$ cat src/rtl/psum_out_sched.sv
// Output scheduler for systolic partial sums: drains NUM_CH column channels
// round-robin into one truncated activation stream behind a single output register.
`ifndef DATA_INTER_WIDTH
`define DATA_INTER_WIDTH 32
`endif
`ifndef DATA_ACT_WIDTH
`define DATA_ACT_WIDTH 8
`endif
`ifndef TRUNC_UP_BIT
`define TRUNC_UP_BIT 14
`endif
`ifndef TRUNC_DOWN_BIT
`define TRUNC_DOWN_BIT 8
`endif
`ifndef POSITIVE_UP_BOUND
`define POSITIVE_UP_BOUND 7'h7F
`endif
`ifndef NEGATIVE_DOWN_BOUND
`define NEGATIVE_DOWN_BOUND 7'h00
`endif

module psum_out_sched #(
  parameter int unsigned NUM_CH = 4,
  parameter int unsigned LEN_W  = 16
) (
  input  logic                                           clk,
  input  logic                                           rst_n,
  input  logic                                           start,
  input  logic [LEN_W-1:0]                               cfg_len,
  input  logic [NUM_CH-1:0]                              ch_valid,
  input  logic [NUM_CH*`DATA_INTER_WIDTH-1:0]            ch_data,
  output logic [NUM_CH-1:0]                              ch_ready,
  output logic                                           dout_valid,
  output logic [`DATA_ACT_WIDTH-1:0]                     dout,
  output logic [((NUM_CH > 1) ? $clog2(NUM_CH) : 1)-1:0] dout_ch,
  input  logic                                           dout_ready,
  output logic                                           busy,
  output logic                                           done,
  output logic [15:0]                                    sat_cnt
);

  localparam int unsigned W     = `DATA_INTER_WIDTH;
  localparam int unsigned ACT_W = `DATA_ACT_WIDTH;
  localparam int unsigned UP    = `TRUNC_UP_BIT;
  localparam int unsigned DN    = `TRUNC_DOWN_BIT;
  localparam int unsigned MAG_W = ACT_W - 1;
  localparam int unsigned HI_W  = W - 1 - UP;
  localparam int unsigned CH_W  = (NUM_CH > 1) ? $clog2(NUM_CH) : 1;

  typedef enum logic [1:0] {S_IDLE, S_RUN, S_DRAIN, S_DONE} state_e;

  state_e             state_q, state_d;
  logic [LEN_W-1:0]   len_q;
  logic [LEN_W-1:0]   cnt_q [NUM_CH];
  logic [LEN_W-1:0]   cnt_d [NUM_CH];
  logic [CH_W-1:0]    last_q;
  logic               out_valid_q;
  logic [ACT_W-1:0]   dout_q;
  logic [CH_W-1:0]    dout_ch_q;
  logic               busy_q;
  logic               done_q;
  logic [15:0]        sat_q;

  logic               start_acc;
  logic               can_load;
  logic               gnt_vld;
  logic [CH_W-1:0]    gnt_idx;
  logic [NUM_CH-1:0]  elig;
  logic               all_done;
  logic [W-1:0]       gnt_data;
  logic [HI_W-1:0]    hi_bits;
  logic               sat_hit;
  logic [MAG_W-1:0]   mag;
  logic               unused_lsb;

  assign start_acc  = (state_q == S_IDLE) && start;
  assign can_load   = !out_valid_q || dout_ready;
  assign unused_lsb = ^gnt_data[DN-1:0];

  // Round-robin grant starting one past the last granted channel.
  always_comb begin
    gnt_vld  = 1'b0;
    gnt_idx  = '0;
    ch_ready = '0;
    for (int unsigned i = 0; i < NUM_CH; i++) begin
      elig[i] = ch_valid[i] && (cnt_q[i] < len_q);
    end
    if ((state_q == S_RUN) && can_load) begin
      for (int unsigned k = 1; k <= NUM_CH; k++) begin
        if (!gnt_vld && elig[(32'(last_q) + k) % NUM_CH]) begin
          gnt_vld = 1'b1;
          gnt_idx = CH_W'((32'(last_q) + k) % NUM_CH);
        end
      end
    end
    if (gnt_vld) begin
      ch_ready[gnt_idx] = 1'b1;
    end
  end

  // Counter advance and tile-complete detection including this cycle's transfer.
  always_comb begin
    all_done = 1'b1;
    for (int unsigned i = 0; i < NUM_CH; i++) begin
      cnt_d[i] = cnt_q[i];
      if (gnt_vld && (gnt_idx == CH_W'(i))) begin
        cnt_d[i] = cnt_q[i] + LEN_W'(1);
      end
      if (cnt_d[i] != len_q) begin
        all_done = 1'b0;
      end
    end
  end

  // Saturating truncation of the granted partial sum.
  always_comb begin
    gnt_data = ch_data[gnt_idx*W +: W];
    hi_bits  = gnt_data[W-1:UP+1];
    if (!gnt_data[W-1]) begin
      sat_hit = |hi_bits;
      mag     = sat_hit ? MAG_W'(`POSITIVE_UP_BOUND) : MAG_W'(gnt_data[UP:DN]);
    end else begin
      sat_hit = ~&hi_bits;
      mag     = sat_hit ? MAG_W'(`NEGATIVE_DOWN_BOUND) : MAG_W'(gnt_data[UP:DN]);
    end
  end

  always_comb begin
    state_d = state_q;
    case (state_q)
      S_IDLE:  if (start) state_d = (cfg_len == '0) ? S_DONE : S_RUN;
      S_RUN:   if (all_done) state_d = S_DRAIN;
      S_DRAIN: if (can_load) state_d = S_DONE;
      S_DONE:  state_d = S_IDLE;
      default: state_d = S_IDLE;
    endcase
  end

  always_ff @(posedge clk or negedge rst_n) begin
    if (!rst_n) begin
      state_q     <= S_IDLE;
      len_q       <= '0;
      last_q      <= CH_W'(NUM_CH - 1);
      out_valid_q <= 1'b0;
      dout_q      <= '0;
      dout_ch_q   <= '0;
      busy_q      <= 1'b0;
      done_q      <= 1'b0;
      sat_q       <= '0;
      for (int unsigned i = 0; i < NUM_CH; i++) cnt_q[i] <= '0;
    end else begin
      state_q <= state_d;
      busy_q  <= (state_d == S_RUN) || (state_d == S_DRAIN);
      done_q  <= (state_d == S_DONE);
      if (start_acc) begin
        len_q  <= cfg_len;
        last_q <= CH_W'(NUM_CH - 1);
        sat_q  <= '0;
        for (int unsigned i = 0; i < NUM_CH; i++) cnt_q[i] <= '0;
      end else if (gnt_vld) begin
        last_q <= gnt_idx;
        for (int unsigned i = 0; i < NUM_CH; i++) cnt_q[i] <= cnt_d[i];
        if (sat_hit && (sat_q != 16'hFFFF)) sat_q <= sat_q + 16'd1;
      end
      if (gnt_vld) begin
        out_valid_q <= 1'b1;
        dout_q      <= {gnt_data[W-1], mag};
        dout_ch_q   <= gnt_idx;
      end else if (dout_ready) begin
        out_valid_q <= 1'b0;
      end
    end
  end

  assign dout_valid = out_valid_q;
  assign dout       = dout_q;
  assign dout_ch    = dout_ch_q;
  assign busy       = busy_q;
  assign done       = done_q;
  assign sat_cnt    = sat_q;

endmodule

$ cat config.mk
export PLATFORM = sky130hd
export DESIGN_NAME = psum_out_sched
export DESIGN_NICKNAME = d
export VERILOG_FILES = /design/src/rtl/psum_out_sched.sv
export SDC_FILE = /design/constraint.sdc
export NUM_CORES = 1
export LEC_CHECK = 0
export CAP_MARGIN = 20
export CORE_MARGIN = 8
export CORE_UTILIZATION = 40
export CTS_CLUSTER_SIZE = 25
export DETAILED_ROUTE_END_ITERATION = 8
export GPL_TIMING_DRIVEN = 0
export SLEW_MARGIN = 20
export SYNTH_ARGS = -nofsm -noshare
export SYNTH_HDL_FRONTEND = slang
export SYNTH_SLANG_ARGS = --single-unit
$ cat constraint.sdc
create_clock -name clk -period 15.7 [get_ports clk]
set_clock_uncertainty 0.2 [all_clocks]
set_input_delay 4.71 -clock clk [delete_from_list [all_inputs] [get_ports clk]]
set_output_delay 4.71 -clock clk [all_outputs]
set_load 0.01 [all_outputs]
Word-level counts from Yosys, hierarchy flattened
Cells that the tools add are included.
{ "classes": {"n_eq_ne": 14, "order_cmp": 10, "n_shift": 1, "n_addsub": 9, "n_bitwise": 0, "muxes": 50, "div_mod_pow": 0, "reduce_logical": 31, "n_mul": 0} }
{ "op_table": {"columns": ["cell", "count"], "rows": [
  ["two-way mux 64 bit", 2],
  ["variable part select 128 x 8 -> 32 bit", 1],
  ["two-way mux 16 bit", 7],
  ["adder 16 x 1 -> 16 bit (second input constant)", 5],
  ["< comparator 16 bit", 4],
  ["!= test 16 bit", 4],
  ["two-way mux 2 bit", 11],
  ["two-way mux 7 bit", 3],
  ["two-way mux 1 bit", 20],
  ["AND reduction 17 bit", 1],
  ["OR reduction 17 bit", 1],
  ["logical NOT 16 bit", 1],
  ["!= test 16 bit (second input constant)", 1],
  ["logical AND 1 bit", 15],
  ["< comparator 2 x 3 -> 1 bit (second input constant)", 5],
  ["== test 2 bit (second input constant)", 6],
  ["binary-select mux 1 bit (select 2 bit)", 4],
  ["one-hot mux 2 bit (4 select lines)", 1],
  ["== test 2 x 1 -> 1 bit (second input constant)", 3],
  ["nonzero test 2 bit", 3],
  ["logical NOT 1 bit", 5],
  ["adder 2 x 1 -> 2 bit (second input constant)", 2],
  ["adder 2 bit (second input constant)", 2],
  ["logical NOT 2 bit", 2],
  ["5 further kinds", 6]
]} }
{ "word_totals": {"input_bits": 152, "register_bits": 113, "romBits": 0, "latch_bits": 0, "n_memories": 0, "ram_bits": 0} }

Logic depth before layout (Yosys ltp)
{ "logic_depth": {"depth_word": 30, "depth_mapped": 19, "depth_no_buf": 18} }

Worst setup path before layout
No wires, ideal clock.
{ "synth_timing": {"path_kind": "input to output", "startpoint": "input port ch_valid[1]", "endpoint": "output port ch_ready[0]", "path_slack_ns": 4.238, "path_stages": 7, "t_arrival_ns": 6.552, "required_time_ns": 10.790, "cell_sequence": "nor2b_1 > o21ai_0 > or3_1 > a2111o_1 > a311o_4 > nor2_1 > buf_2"} }
{ "synth_via": {"elab_chain_cells": 22, "elab_cells_between_ends": 34} }
{ "synth_rtl": {"columns": ["item", "line", "source"], "rows": [
  ["start, declared", "30", "input logic [NUM_CH-1:0] ch_valid,"],
  ["logical AND 1 bit (*)", "86", "elig[i] = ch_valid[i] && (cnt_q[i] < len_q);"],
  ["binary-select mux 1 bit (select 2 bit)", "90", "if (!gnt_vld && elig[(32'(last_q) + k) % NUM_CH]) begin"],
  ["two-way mux 1 bit (implied by the code)", "90", null],
  ["two-way mux 1 bit", "90", null],
  ["two-way mux 1 bit", "88", "if ((state_q == S_RUN) && can_load) begin"],
  ["logical NOT 1 bit", "90", null],
  ["logical AND 1 bit", "90", null],
  ["two-way mux 1 bit", "90", null],
  ["(+6 left out)", null, null],
  ["logical AND 1 bit", "90", null],
  ["two-way mux 2 bit", "90", null],
  ["two-way mux 2 bit", "88", null],
  ["< comparator 2 x 3 -> 1 bit (implied by the code) or greater-or-equal comparator 2 x 1 -> 1 bit (tied branches)", "97", "ch_ready[gnt_idx] = 1'b1;"],
  ["logical AND 1 bit (implied by the code)", "97", null],
  ["two-way mux 1 bit (implied by the code)", "97", null],
  ["demux 1 bit (select 2 bit)", "97", null],
  ["two-way mux 4 bit (*)", "96", "if (gnt_vld) begin"],
  ["end, declared", "32", "output logic [NUM_CH-1:0] ch_ready,"]
]} }
Mark *: on every way between the ends. The rest lies on a longest branch, timed or not. The select of a mux whose other input is x is not followed.

Final worst setup path
{ "layout_timing": {"startpoint": "input port ch_valid[3]", "endpoint": "output port ch_ready[3]"} }
Same word-level chain as after synthesis.

==> flow_metrics.py <==
metrics = {
    "worst_hold_path": {
        "holdPathEnd": "dout[0]",
        "min_from": "dout[0]",
        "hold_class": "register to register",
        "min_path_cells": 2,
    },
    "grt": {
        "gr-usage-met1_pct": 34.0,
        "track_usage_pct": 26.9,
        "grt_max_degree": 61,
        "antenna_found_initial": 0,
        "use_met2_pct": 42.1,
        "use_met3_pct": 6.89,
        "overflow": 0,
        "grt_busiest_layer": "met2",
        "grt_pass1_vias": 9706,
        "grt_pass1_wl_mm": 58.8,
    },
    "clocking": {
        "insertion_delay_ns": 0.43,
        "ctsResizeCount": 0,
        "cts_setup_buffers": 0,
        "cts_tree": "built",
        "numCtsBuffers": 17,
        "postCtsHoldBufs": 0,
        "htreeDepth": 4,
        "clk_pin_slew_worst_paths_ns": 0.06,
        "cts.path.max_buffers": 2,
        "cts_sinks": 113,
        "cts-root-buf": "clkbuf_16",
    },
    "synthesis": {
        "syn_avg_cell_area_um2": 8.27,
        "synth_cell_types": 88,
        "async_reset_ff_share_pct": 100,
        "synth_edf_count": 0,
        "synth.largest_area_cell": "dfrtp_1",
        "synth_seq_cells": 113,
        "synth_fp_nets": 1361,
        "synthCells": 1143,
        "yosysTopAreaCellShare_pct": 29.4,
        "netlist_area_um2": 9450,
        "synth-main-ff-cell": "dfrtp_1",
        "synth_seq_area_share_pct": 29.9,
        "synth_area_leaders": "dfrtp_1, ha_1, nand2_1",
        "yosys_warnings": 0,
    },
    "placement": {
        "dp_slack_ns": 2.38,
        "dp.cells": 1616,
        "hpwl_mm": 30.0,
        "placed_cell_area_um2": 11400,
        "gp_congestion": 0.992,
        "port_buffers": 152,
    },
    "worst_setup_path": {
        "reg2regPathDepth": 19,
        "worstPathRequired_ns": 10.79,
        "path_class": "input port to output port",
        "cp_slowest_stage_delay_ns": 0.65,
        "worstSetupEndpointType": "output port",
        "crit_path_cell_trace": "clkdlybuf4s50_1 -> nor2b_1 -> o21ai_0 -> a221oi_1 -> o2111ai_1 -> o221ai_1 -> and2_1 -> clkbuf_1 -> nand2_1 -> inv_2 -> clkdlybuf4s50_1",
        "r2r_slack_ns": 8.52,
        "start_kind": "input port",
        "arrival_ns": 8.54,
        "rr_endpoint": "busy",
        "crit_top_cell": "clkdlybuf4s50_1",
        "slowest_stage": "a221oi_1",
        "timing.rr.start": "len_q[14]",
        "cp_max_fo": 10,
    },
    "detailed_routing": {
        "drcViolationCount": 0,
        "wirelength_mm": 38.8,
        "vias": 10117,
        "ant_nets": 0,
        "dr.pass1.iters": 6,
        "drt_iter0_markers": 973,
        "vias_per_cell": 6.14,
        "wl_per_cell_um": 23.5,
    },
    "sta": {
        "hold_viol_final": 0,
        "maxSlewHeadroom_pct": 30.6,
        "fin_crit_ns": 13.45,
        "fin_tns_setup_ns": 0,
        "maxSlewViolCount": 0,
        "worst_pin_slew_ns": 1.04,
        "fin_crit_sh_pct": 85.7,
        "setup_slack_ns": 2.25,
        "setup_violations": 0,
        "rsz0062_at_grt": "no",
        "max_freq_mhz": 74.4,
    },
    "power_and_ir_drop": {
        "p_int_mw": 0.845,
        "sequentialPowerShare_pct": 26.1,
        "p_sw_mw": 0.694,
        "ir_worst_vdd_v": 0.0000733,
        "pwr-share-clk_pct": 25.3,
        "pwr-share-comb_pct": 48.6,
        "switching_share_pct": 45.1,
        "p_leak_nw": 4.83,
        "power_density_nw_per_um2": 128,
    },
    "die": {
        "die_w_um": 170,
        "core_area_um2": 23300,
        "io_pins": 185,
        "fp.dieH_um": 170,
        "placementRows": 56,
        "die_area_um2": 28800,
        "start_util_pct": 40.5,
    },
    "cells_and_area": {
        "drive_above_1_share_pct": 6.40,
        "fillers": 2263,
        "syn_to_final_growth_pct": 26.9,
        "nets": 1534,
        "final_cell_mix": "clkdlybuf4s50_1, nand2_1, dfrtp_1",
        "stdcell_count": 1648,
        "layout_commonest_cell": "clkdlybuf4s50_1",
        "diodes": 0,
        "final_area_um2": 12000,
    },
    "run_status": {
        "status": "completed",
    },
    "run": {
        "maxCapViolations": 0,
    },
}
==> registers in the layout, summed over array words and instances (netlist names) <==
signal	count
dout_valid	1
dout	8
cnt_q	64
len_q	16
busy	1
done	1
dout_ch	2
last_q	2
sat_cnt	16
state_q	2
==> power by group through the flow <==
stage | Combinational, mW | Sequential [mW] | Clock [mW]
2_1_floorplan | 0.447 | 0.392 | 0
3_3_place_gp | 0.729 | 0.402 | 0
3_5_place_dp | 0.734 | 0.403 | 0
4_1_cts | 0.738 | 0.399 | 0.391
5_1_grt | 0.811 | 0.406 | 0.406
6_report | 0.748 | 0.401 | 0.389
==> cell families (layout without fill, tap and decap cells) <==
logic type | count (synthesis) | after routing | share of synthesized area, %
fa+ha+maj | 66 | 66 | 8.74
buf+inv | 83 | 269 | 3.59
compound gates | 282 | 282 | 20.7
flops | 113 | 113 | 29.9
mux | 24 | 24 | 2.95
simple gates | 500 | 500 | 27.1
xor+xnor | 75 | 75 | 6.95
==> area by class of cell <==
class                      count  area [um2]  share of cell area [%]
buffer                        49         211                    1.76
clock buffer                  19         453                    3.78
clock inverter                13         130                    1.08
inverter                      34         128                    1.06
multi-input combinational    947        6290                    52.4
sequential                   113        2830                    23.6
tap                          319         399                    3.33
timing repair buffer         154        1560                    13.0
==> metal layers <==
metal  wire length [um]  share of wire [%]  vias to the layer above
met5                  0                  0                        -
met4               1780                4.6                        0
met3               3290                8.5                      102
met2              17400                 45                      513
met1              16300                 42                     4839
li1                   -                  -                     4663
==> metrics by stage <==
step	power [mW]	utilization (%)	hold slack, ns
4_1_cts	1.53	51.4	0.277
3_3_place_gp	1.13	48.7	0.250
3_5_place_dp	1.14	48.9	0.260
5_1_grt	1.62	51.4	0.296
6_report	1.54	51.4	0.271
2_1_floorplan	0.838	-	0.296
==> cells in the mapped netlist, types with 5 or more instances <==
library cell	count
clkbuf_1	37
nand2_1	133
a21o_1	14
o22ai_1	10
a211oi_1	10
nor2b_1	11
xnor2_1	48
or4_1	9
xor2_1	27
o21ai_0	90
nand2b_1	10
and3_1	26
nand4_1	50
dfrtp_1	111
mux2i_1	20
nor3_1	12
nor2_1	77
ha_1	66
o31ai_1	9
a31oi_1	14
nor4_1	28
or3_1	11
and4_1	8
o211ai_1	12
nand3_1	96
buf_2	7
a21oi_1	42
a2111oi_0	5
and2_1	8
o2111ai_1	8
o221ai_1	5
inv_1	29
==> critical path: cells and delay by family <==
kind            cells  cell delay (ns)
simple gates        3             0.69
compound gates      4             1.43
buf+inv             4             1.71
==> worst max path at each step <==
stage / to / depth (start not counted) / from
after floorplan: ch_ready[0] / 7 / ch_valid[1]
after global placement: ch_ready[3] / 11 / ch_valid[3]
after detailed placement: ch_ready[3] / 11 / ch_valid[3]
after CTS: ch_ready[3] / 11 / ch_valid[3]
after global routing: ch_ready[3] / 11 / ch_valid[3]
final: ch_ready[3] / 11 / ch_valid[3]
Note: power is estimated with default switching activity, not from simulation.
